File: config.mk
export PLATFORM = sky130hd
export DESIGN_NAME = button_conditioner
export DESIGN_NICKNAME = d
export VERILOG_FILES = /design/src/rtl/button_conditioner.sv
export SDC_FILE = /design/constraint.sdc
export NUM_CORES = 1
export LEC_CHECK = 0
export CORE_MARGIN = 2
export CORE_UTILIZATION = 45
export CTS_BUF_LIST = sky130_fd_sc_hd__clkbuf_2
export CTS_CLUSTER_DIAMETER = 200
export DETAILED_ROUTE_END_ITERATION = 10
export DONT_BUFFER_PORTS = 1
export GPL_TIMING_DRIVEN = 0
export PLACE_DENSITY = 0.58
export SLEW_MARGIN = 20
export SYNTH_ARGS = -nofsm -noshare
export SYNTH_HDL_FRONTEND = slang
export SYNTH_SLANG_ARGS = --single-unit
File: constraint.sdc
create_clock -name clk -period 2.93 [get_ports clk]
set_clock_uncertainty 0.2 [all_clocks]
set_input_delay 0.4395 -clock clk [delete_from_list [all_inputs] [get_ports clk]]
set_output_delay 0.4395 -clock clk [all_outputs]
set_load 0.02 [all_outputs]
File: src/rtl/button_conditioner.sv
// -----------------------------------------------------------------------------
// button_conditioner
//
// Input front end for the truco scoreboard. It turns the two raw, bouncing
// player pushbuttons into clean one-cycle point-request pulses (Ba/Bb).
//
// Each button passes through an N-stage synchronizer and then a small
// debounce FSM. A press is accepted only after DEBOUNCE_CYCLES consecutive
// high samples, and a release only after DEBOUNCE_CYCLES consecutive low
// samples. The FSM raises a press event on the cycle that accepts a press.
// The output stage turns those events into Ba/Bb. If both presses are
// accepted in the same cycle it raises conflict, so that neither player
// scores. While enable is low, no pulse is produced.
//
// Parameters:
//   SYNC_STAGES      flip-flop stages per input synchronizer (>= 2)
//   DEBOUNCE_CYCLES  stable samples needed to accept a press/release (>= 2)
//   CNT_W            debounce counter width (derived)
//
// Ports:
//   clk       system clock, rising edge
//   reset     asynchronous active-low reset
//   raw_a     player A pushbutton, active-high, asynchronous
//   raw_b     player B pushbutton, active-high, asynchronous
//   enable    1 = pulses allowed (inverse of game over)
//   Ba        one-cycle pulse, accepted press of A
//   Bb        one-cycle pulse, accepted press of B
//   stable_a  debounced level of A
//   stable_b  debounced level of B
//   conflict  one-cycle pulse, A and B accepted in the same cycle
// -----------------------------------------------------------------------------
module button_conditioner #(
  parameter  int SYNC_STAGES     = 2,
  parameter  int DEBOUNCE_CYCLES = 16,
  localparam int CNT_W           = $clog2(DEBOUNCE_CYCLES + 1)
) (
  input  logic clk,
  input  logic reset,
  input  logic raw_a,
  input  logic raw_b,
  input  logic enable,
  output logic Ba,
  output logic Bb,
  output logic stable_a,
  output logic stable_b,
  output logic conflict
);

  typedef enum logic [1:0] {
    IDLE       = 2'd0,
    CONF_PRESS = 2'd1,
    PRESSED    = 2'd2,
    CONF_REL   = 2'd3
  } state_t;

  // Last count value before a press or release is accepted. The counter
  // saturates here and never wraps.
  localparam logic [CNT_W-1:0] CNT_LAST = CNT_W'(DEBOUNCE_CYCLES - 1);
  localparam logic [CNT_W-1:0] CNT_ONE  = CNT_W'(1);

  logic [1:0] w_raw;
  logic [1:0] w_press;
  logic [1:0] w_stable;

  logic r_ba;
  logic r_bb;
  logic r_conflict;

  assign w_raw = {raw_b, raw_a};

  // ---------------------------------------------------------------------------
  // Per-button synchronizer + debounce FSM (index 0 = A, index 1 = B)
  // ---------------------------------------------------------------------------
  for (genvar gi = 0; gi < 2; gi++) begin : g_btn
    logic [SYNC_STAGES-1:0] r_sync;
    logic                   w_s;
    state_t                 r_state;
    state_t                 w_state_next;
    logic [CNT_W-1:0]       r_cnt;
    logic [CNT_W-1:0]       w_cnt_next;
    logic                   r_stable;
    logic                   w_stable_next;
    logic                   w_press_evt;

    // Shift register synchronizer; the oldest stage feeds the FSM.
    always_ff @(posedge clk or negedge reset) begin
      if (!reset) begin
        r_sync <= '0;
      end else begin
        r_sync <= {r_sync[SYNC_STAGES-2:0], w_raw[gi]};
      end
    end

    assign w_s = r_sync[SYNC_STAGES-1];

    // State register
    always_ff @(posedge clk or negedge reset) begin
      if (!reset) begin
        r_state  <= IDLE;
        r_cnt    <= '0;
        r_stable <= 1'b0;
      end else begin
        r_state  <= w_state_next;
        r_cnt    <= w_cnt_next;
        r_stable <= w_stable_next;
      end
    end

    // Next-state logic. The sample that leaves IDLE/PRESSED counts as the
    // first of the DEBOUNCE_CYCLES samples, so the count starts at 1.
    always_comb begin
      w_state_next = r_state;
      w_cnt_next   = r_cnt;
      w_press_evt  = 1'b0;
      case (r_state)
        IDLE: begin
          if (w_s) begin
            w_state_next = CONF_PRESS;
            w_cnt_next   = CNT_ONE;
          end
        end
        CONF_PRESS: begin
          if (!w_s) begin
            w_state_next = IDLE;
            w_cnt_next   = '0;
          end else if (r_cnt >= CNT_LAST) begin
            w_state_next = PRESSED;
            w_cnt_next   = '0;
            w_press_evt  = 1'b1;
          end else begin
            w_cnt_next   = r_cnt + CNT_ONE;
          end
        end
        PRESSED: begin
          if (!w_s) begin
            w_state_next = CONF_REL;
            w_cnt_next   = CNT_ONE;
          end
        end
        CONF_REL: begin
          if (w_s) begin
            w_state_next = PRESSED;
            w_cnt_next   = '0;
          end else if (r_cnt >= CNT_LAST) begin
            w_state_next = IDLE;
            w_cnt_next   = '0;
          end else begin
            w_cnt_next   = r_cnt + CNT_ONE;
          end
        end
        default: begin
          w_state_next = IDLE;
          w_cnt_next   = '0;
        end
      endcase
    end

    // The debounced level is registered from the next state. It therefore
    // changes on the same edge as the FSM and never glitches.
    assign w_stable_next = (w_state_next == PRESSED) || (w_state_next == CONF_REL);

    assign w_press[gi]  = w_press_evt;
    assign w_stable[gi] = r_stable;
  end

  // ---------------------------------------------------------------------------
  // Output stage: arbitration and game-over gating. Events that arrive
  // while enable is low are dropped, not held back.
  // ---------------------------------------------------------------------------
  always_ff @(posedge clk or negedge reset) begin
    if (!reset) begin
      r_ba       <= 1'b0;
      r_bb       <= 1'b0;
      r_conflict <= 1'b0;
    end else begin
      r_ba       <= enable &  w_press[0] & ~w_press[1];
      r_bb       <= enable & ~w_press[0] &  w_press[1];
      r_conflict <= enable &  w_press[0] &  w_press[1];
    end
  end

  assign Ba       = r_ba;
  assign Bb       = r_bb;
  assign conflict = r_conflict;
  assign stable_a = w_stable[0];
  assign stable_b = w_stable[1];

endmodule

-- Word level (Yosys, flattened, before mapping)
Cells that the tools add are included.
- bits of input ports: 5
- output and inout port bits: 5
- bits in registers: 23
- word-level logic and storage cells: 74
- equal/unequal tests: 14
- add/sub/neg operators: 2
- reductions and logical operators: 6
- bitwise gates (word level): 7
- magnitude comparators: 2
- muxes and demuxes: 32
- operators with widths (cell ; count):
    5-bit 2-to-1 mux ; 10
    5-bit one-hot mux with 4 select lines ; 2
    2-bit 2-to-1 mux ; 12
    2-bit == test, second input constant ; 8
    2-bit one-hot mux with 4 select lines ; 2
    5-bit by 1-bit adder with 5-bit output, second input constant ; 2
    5-bit by 4-bit greater-or-equal comparator with 1-bit output, second input constant ; 2
    2-bit inequality test, second input constant ; 4
    1-bit 2-to-1 mux ; 6
    1-bit bitwise AND ; 5
    2-bit by 1-bit == test with 1-bit output, second input constant ; 2
    2-bit zero test ; 2
    2-bit AND reduction ; 2
    1-bit logical OR ; 2
    1-bit NOT ; 2

-- Depth between registers and ports, before layout
Gate-level depths: netlist of run 1.
- depth after elaboration: 7
- gate-level depth with buffers: 7
- depth with buffers taken out: 7

-- Worst setup path before layout of run 1
OpenSTA, ideal clock, no wires.
- path type: reg2reg
- from: register g_btn[1].r_cnt[0]
- to: register g_btn[1].r_state[1]
- cell stages (with the launch flop): 8
- arrival: 1.706 ns
- setup time: 0.125 ns
- slack: 0.899 ns
- cell sequence: dfrtp_1 ha_1 and3_1 ha_1 nor2_1 nand2_1 nand2_1 mux2_2
- cells in the longest elaborated chain, start to end: 4
- elaborated cells between the ends (all ways): 6
- those cells by class: 1 x order compare; 5 x mux
- ends and longest elaborated chain (what ; RTL line ; RTL):
    start, declared ; 79 ; logic [CNT_W-1:0] r_cnt;
    start signal, assigned ; 104 ; r_cnt <= w_cnt_next;
    5-bit by 4-bit greater-or-equal comparator with 1-bit output * ; 126, 144 ;
    2-bit 2-to-1 mux (on tied branches) ; 144, 126 ;
    2-bit 2-to-1 mux (on tied branches) ; 141, 123 ;
    2-bit one-hot mux with 4 select lines * ; 115 ; case (r_state)
    named net g_btn[1].w_state_next[1] ; 78 ; state_t w_state_next;
    end signal, assigned ; 103 ; r_state <= w_state_next;
    end, declared ; 77 ; state_t r_state;
Mark *: on every way through the listed nets, which the timed path passes. The rest lies on a longest branch.
A chain may end at the register's enable or synchronous reset.

-- Final worst setup path of run 1
- from: register g_btn[1].r_cnt[0]
- to: register g_btn[1].r_stable (netlist: stable_b)
- cells in the longest elaborated chain, start to end: 6
- elaborated cells between the ends (all ways): 9
- those cells by class: 1 x order compare; 2 x eq/ne; 5 x mux; 1 x reduce/logical
- ends and longest elaborated chain (what ; RTL line ; RTL):
    5-bit by 4-bit greater-or-equal comparator with 1-bit output * ; 126, 144 ;
    2-bit 2-to-1 mux (on tied branches) ; 144, 126 ;
    2-bit 2-to-1 mux (on tied branches) ; 141, 123 ;
    2-bit one-hot mux with 4 select lines * ; 115 ;
    2-bit == test ; 160 ; assign w_stable_next = (w_state_next == PRESSED) || (w_state_next == CONF_REL);
    1-bit logical OR * ; 160 ;
    named net g_btn[1].w_stable_next ; 82 ; logic w_stable_next;
    end signal, assigned ; 105 ; r_stable <= w_stable_next;
    end, declared ; 81 ; logic r_stable;
Marks and branches as above.

==> results.sh, run 1 <==
export IMPL_maxCapViolations=0
export IMPL_cts_resized=0
export IMPL_crit_type="reg2reg"
export IMPL_design_die_area_mm2=0.00258
export IMPL_status="finished, final reports clean"
export IMPL_reg2reg_depth=7
export IMPL_cp_end_kind="flop"
export IMPL_layout_drive_gt1_share_pct=15.6
export IMPL_antenna_found_initial=0
export IMPL_grt_pass1_wl_mm=2.62
export IMPL_numPortBuffers=0
export IMPL_hp_start="enable"
export IMPL_finalSetupTns_ns=0
export IMPL_track_usage_pct=13.9
export IMPL_period_share_pct=76.1
export IMPL_dieHeight_um=50.8
export IMPL_dpl_worst_slack_ns=0.728
export IMPL_whs_endpoint="Bb$_DFF_PN0_"
export IMPL_muxShareOfSynthArea_pct=3.43
export IMPL_place_congestion=0.801
export IMPL_h_tree_depth=1
export IMPL_r2r_slack_ns=0.70
export IMPL_vias_per_cell=5.30
export IMPL_synth_edf_count=0
export IMPL_finalMaxSlewViolations=0
export IMPL_synth_seq_area_share_pct=55.9
export IMPL_clk_pin_slew_ns=0.21
export IMPL_rr_endpoint="stable_b$_DFF_PN0_"
export IMPL_coreArea_mm2=0.00202
export IMPL_yosys_area_share_simple_pct=18.4
export IMPL_via_count=620
export IMPL_p_leak_nw=0.516
export IMPL_ys_ff_latch=22
export IMPL_clkLatencyLatePin_ns=0.32
export IMPL_fmax_mhz=449
export IMPL_placedCellCount=108
export IMPL_rsz0062_at_grt="false"
export IMPL_tightest_slew_ns=0.489
export IMPL_start_kind="flop"
export IMPL_wirelength_mm=1.42
export IMPL_cts_root_buf="clkbuf_2"
export IMPL_fp_dieW_um=50.8
export IMPL_synth_top_area_share_pct=55.9
export IMPL_yosys_warnings=0
export IMPL_cts_tree="built"
export IMPL_synth_fp_nets=90
export IMPL_synthXorXnorAreaFrac_pct=3.43
export IMPL_synth_area_um2=985
export IMPL_relSlewSlack_pct=67.1
export IMPL_grt_pass1_vias=603
export IMPL_initial_core_util_pct=48.7
export IMPL_cp_max_fo=5
export IMPL_synthFlopType="dfrtp_1"
export IMPL_required_ns=2.97
export IMPL_grt_overflow_total=0
export IMPL_drtPass1Iterations=4
export IMPL_synth_top_family_by_area="simple AND/OR/NAND/NOR gates"
export IMPL_clk_path_buf_depth=2
export IMPL_route_detailed_drc=0
export IMPL_synth_compound_area_share_pct=10.8
export IMPL_synth_fa_ha_area_share_pct=5.08
export IMPL_ant_nets=0
export IMPL_drt_initial_drc_count=10
export IMPL_crit_arrival_ns=2.27
export IMPL_synthCells=81
export IMPL_cts_inserted_buffers=3
export IMPL_cts_sinks=22
export IMPL_yosys_cell_types_count=26
export IMPL_synth_top_area_cell="dfrtp_1"
export IMPL_worstReg2RegStart="g_btn[1].r_cnt[0]$_DFFE_PN0P_"
export IMPL_nets=100
export IMPL_dp_hpwl_mm=1.04
export IMPL_io_pins=10
export IMPL_synth_async_reset_ratio_pct=100
export IMPL_setup_viol=0
export IMPL_syn_avg_cell_area_um2=12.2
export IMPL_finalNonFillerCells=117
export IMPL_fin_crit_ns=2.23
export IMPL_whs_ns=0.0393
export IMPL_hp_class="in2reg"
export IMPL_report_final_hold_viol_count=0
export IMPL_num_fill_cells=177
export IMPL_syn2layout_area_growth_pct=12.6
export IMPL_p_per_area_mw_per_mm2=529
export IMPL_antenna_cells=0
export IMPL_setup_slack_ns=0.701
export IMPL_core_rowCount=16
export IMPL_cts_setup_buffers=0
export IMPL_ir_drop_v=0.000386
export IMPL_grt_max_degree=23
export IMPL_ys_top_cells_by_area="dfrtp_1 (56%), ha_1 (5.1%), mux2_2 (3.4%), o21ai_0 (3.0%), nand4_1 (2.5%)"
export IMPL_wl_per_cell_um=12.2
export IMPL_hold_depth=1
## how the worst max path moves through the flow
| stage | from | to | slack [ns] | depth (start not counted) |
|---|---|---|---|---|
| 2_1_floorplan | g_btn[1].r_cnt[0]$_DFFE_PN0P_ | g_btn[1].r_state[1]$_DFF_PN0_ | 0.90 | 7 |
| 3_3_place_gp | g_btn[1].r_cnt[0]$_DFFE_PN0P_ | stable_b$_DFF_PN0_ | 0.75 | 7 |
| 3_5_place_dp | g_btn[1].r_cnt[0]$_DFFE_PN0P_ | stable_b$_DFF_PN0_ | 0.73 | 7 |
| 4_1_cts | g_btn[1].r_cnt[0]$_DFFE_PN0P_ | stable_b$_DFF_PN0_ | 0.70 | 7 |
| 5_1_grt | g_btn[1].r_cnt[0]$_DFFE_PN0P_ | stable_b$_DFF_PN0_ | 0.52 | 7 |
| 6_report | g_btn[1].r_cnt[0]$_DFFE_PN0P_ | stable_b$_DFF_PN0_ | 0.70 | 7 |
## flip-flops by register name, summed over array words and instances (netlist names)
signal	count
g_btn.r_cnt	10
g_btn.r_sync	4
g_btn.r_state	3
Ba	1
Bb	1
conflict	1
stable_a	1
stable_b	1
## cell type report
cell class / count / area [um2] / share of cell area, %
Inverter: 4 / 15.0 / 1.35
Clock buffer: 3 / 15.0 / 1.35
Clock inverter: 1 / 30.0 / 2.71
Sequential cell: 22 / 551 / 49.7
Multi-Input combinational cell: 54 / 405 / 36.6
Buffer: 1 / 13.8 / 1.24
Tap cell: 27 / 33.8 / 3.05
Timing Repair Buffer: 5 / 45.0 / 4.06
## routing by layer
layer  wire [um]  track usage (%)  share of wire (%)  vias up
met5           0                0                  0        -
met4          14             5.41               0.98        0
met3          67             4.46                4.7        2
li1            -                -                  -      312
met1         699             18.2                 49      294
met2         641             21.3                 45       12
## layout by cell type, fill, tap and decap left out, types with 2 or more instances in the layout
cell type,count
ha_1,4
nor3b_1,2
nand3_1,3
inv_1,4
nor2_1,3
o32ai_1,2
dlygate4sd3_1,4
xor2_1,2
o21a_1,2
o22ai_1,2
and3_1,3
mux2_2,3
nand2_1,6
a21o_1,2
nand4_1,4
o21ai_0,6
clkbuf_2,3
dfrtp_1,22
nor2b_1,2
## cells in the mapped netlist, types with 3 or more instances
cell	n
nand4_1	4
nand3_1	3
inv_1	4
nand2_1	6
and3_1	3
nor2_1	3
mux2_2	3
dfrtp_1	22
o21ai_0	6
ha_1	4
## timing repair
item                                    4_1_cts  5_1_grt
endpoints found under the hold margin        24       23
hold buffers                                  3        2
endpoints found under the setup margin        0        0
## worst max-delay path, stage by stage (launching register included)
cell	delay, ns
dfrtp_1	0.47
ha_1	0.24
and3_1	0.19
ha_1	0.17
nor2_1	0.24
nand2_1	0.15
nand2_1	0.14
mux2_2	0.35
## where the power goes
| group | internal (mW) | leakage [nW] | total [mW] | switching [mW] |
|---|---|---|---|---|
| clock | 0.118 | 0.0266 | 0.209 | 0.0912 |
| combinational | 0.0222 | 0.203 | 0.0460 | 0.0238 |
| sequential | 0.317 | 0.286 | 0.331 | 0.0138 |
| total | 0.457 | 0.516 | 0.586 | 0.129 |
## per-stage QoR
step                util (%)  power [mW]  instance area, um2
floorplan                  -       0.363                 985
global placement        50.4       0.371                1020
detailed placement      50.4       0.372                1020
CTS                     54.1       0.592                1090
global route            54.8       0.618                1110
finish                  54.8       0.586                1110
## logic make-up (layout without fill, tap and decap cells)
family          after synthesis  in the layout
compound gates               16             16
flops                        22             22
fa+ha+maj                     4              4
simple gates                 28             28
mux                           3              3
xor+xnor                      3              3
buf+inv                       5             14
(Power assumes the default switching activity.)
==> run 2, diff against run 1 <==
clock period = 2.3 ns   (was 2.93 ns; I/O delays follow)
==> results.sh, run 2 (synthesis results as in run 1) <==
export IMPL_via_count=618
export IMPL_p_leak_nw=0.517
export IMPL_clk_pin_slew_ns=0.22
export IMPL_grt_pass1_vias=603
export IMPL_drtPass1Iterations=4
export IMPL_antenna_cells=0
export IMPL_coreArea_mm2=0.00202
export IMPL_fmax_mhz=468
export IMPL_hp_class="reg2reg"
export IMPL_tightest_slew_ns=0.489
export IMPL_dpl_worst_slack_ns=0.0981
export IMPL_drt_initial_drc_count=10
export IMPL_clk_path_buf_depth=2
export IMPL_setup_slack_ns=0.164
export IMPL_numPortBuffers=0
export IMPL_final_common_cell="dfrtp_1"
export IMPL_cp_slowest_cell="dfrtp_1"
export IMPL_top_regs="g_btn.r_cnt: 10 flops, g_btn.r_sync: 4 flops, g_btn.r_state: 3 flops"
export IMPL_p_per_area_mw_per_mm2=673
export IMPL_vias_per_cell=5.28
export IMPL_io_pins=10
export IMPL_grt_pass1_wl_mm=2.62
export IMPL_nets=100
export IMPL_h_tree_depth=1
export IMPL_crit_chain="ha_1 -> and3_1 -> ha_1 -> nor2_2 -> nand2_1 -> nand2_1 -> mux2_2"
export IMPL_fp_dieW_um=50.8
export IMPL_power_mw=0.748
export IMPL_cts_tree="built"
export IMPL_fin_crit_ns=2.14
export IMPL_cp_max_fo=5
export IMPL_setup_worst_path_start="g_btn[1].r_cnt[0]$_DFFE_PN0P_"
export IMPL_initial_core_util_pct=48.7
export IMPL_ir_drop_v=0.000491
export IMPL_maxCapViolations=0
export IMPL_grt_overflow_total=0
export IMPL_cts_setup_buffers=0
export IMPL_hp_start="g_btn[0].r_sync[0]$_DFF_PN0_"
export IMPL_period_share_pct=92.9
export IMPL_largest_reg_flops=10
export IMPL_required_ns=2.34
export IMPL_ant_nets=0
export IMPL_grt_max_degree=23
export IMPL_syn2layout_area_growth_pct=12.8
export IMPL_cts_root_buf="clkbuf_2"
export IMPL_rsz0062_at_grt="false"
export IMPL_setup_viol=0
export IMPL_antenna_found_initial=0
export IMPL_cp_end_kind="flop"
export IMPL_route_detailed_drc=0
export IMPL_report_final_hold_viol_count=0
export IMPL_wl_per_cell_um=12.2
export IMPL_crit_arrival_ns=2.18
export IMPL_finalMaxSlewViolations=0
export IMPL_track_usage_pct=13.9
export IMPL_regMostFlops="g_btn.r_cnt"
export IMPL_utilization_pct=55.0
export IMPL_design_die_area_mm2=0.00258
export IMPL_whs_ns=0.184
export IMPL_cts_inserted_buffers=3
export IMPL_num_fill_cells=175
export IMPL_layout_drive_gt1_share_pct=16.7
export IMPL_mostFrequentLayoutCells="dfrtp_1 (22), nand2_1 (6), o21ai_0 (6)"
export IMPL_dp_hpwl_mm=1.04
export IMPL_slowest_delay_ns=0.47
export IMPL_clkLatencyLatePin_ns=0.32
export IMPL_dieHeight_um=50.8
export IMPL_relSlewSlack_pct=67.1
export IMPL_cts_sinks=22
export IMPL_crit_type="reg2reg"
export IMPL_finalSetupTns_ns=0
export IMPL_start_kind="flop"
export IMPL_status="finished, final reports clean"
export IMPL_worstReg2RegStart="g_btn[1].r_cnt[0]$_DFFE_PN0P_"
export IMPL_wirelength_mm=1.42
export IMPL_place_congestion=0.801
export IMPL_core_rowCount=16
-- run 2: cell types whose count changed in the layout (fill, tap and decap cells not counted) --
cell    change
nor2_1      -1
nor2_2      +1
-- run 2: timing repair --
| item | CTS | global route |
|---|---|---|
| setup endpoints to repair | 0 | 5 |
| gates resized for setup | 0 | 1 |
| endpoints found under the hold margin | 27 | 22 |
| hold buffers | 4 | 1 |
-- run 2: worst paths after layout --
kind	depth (start not counted)	slack, ns	endpoint
min in group asynchronous	2	0.26	g_btn[0].r_cnt[3]$_DFFE_PN0P_
max in group asynchronous	2	1.31	g_btn[0].r_sync[1]$_DFF_PN0_
min	0	0.18	g_btn[0].r_sync[1]$_DFF_PN0_
max	7	0.16	stable_b$_DFF_PN0_
min reg2reg	0	0.18	g_btn[0].r_sync[1]$_DFF_PN0_
max reg2reg	7	0.16	stable_b$_DFF_PN0_
-- run 2: per-stage QoR --
step / area (um2) / std cells
global placement: 1020 / 108
finish: 1110 / 117
floorplan: 985 / 81
global route: 1110 / 117
CTS: 1100 / 116
detailed placement: 1020 / 108
-- run 2: cell type report --
class | count | area [um2] | area share (%)
multi-input combinational | 54 | 408 | 36.7
clock inverter | 1 | 30.0 | 2.70
clock buffer | 3 | 15.0 | 1.35
timing repair buffer | 5 | 45.0 | 4.05
inverter | 4 | 15.0 | 1.35
sequential | 22 | 551 | 49.5
tap | 27 | 33.8 | 3.04
buffer | 1 | 13.8 | 1.24
-- run 2: where the power goes --
group / switching (mW) / internal, mW
Combinational: 0.0305 / 0.0284
Clock: 0.117 / 0.150
Sequential: 0.0176 / 0.404
-- run 2: routing by layer --
metal  up-vias  share of wire [%]  global-route usage, %
li1        311                  -                      -
met1       294                 49                   18.2
met2        11                 45                   21.3
met3         2                4.5                   4.46
met4         0               0.98                   5.41
met5         -                  0                      0
-- run 2: worst max-delay path, delay by kind of cell, from the launching register on --
kind / cells / cell delay (ns)
AND/OR/NAND/NOR: 4 / 0.61
adder cells (fa/ha/maj): 2 / 0.42
flip-flops: 1 / 0.47
multiplexers: 1 / 0.35
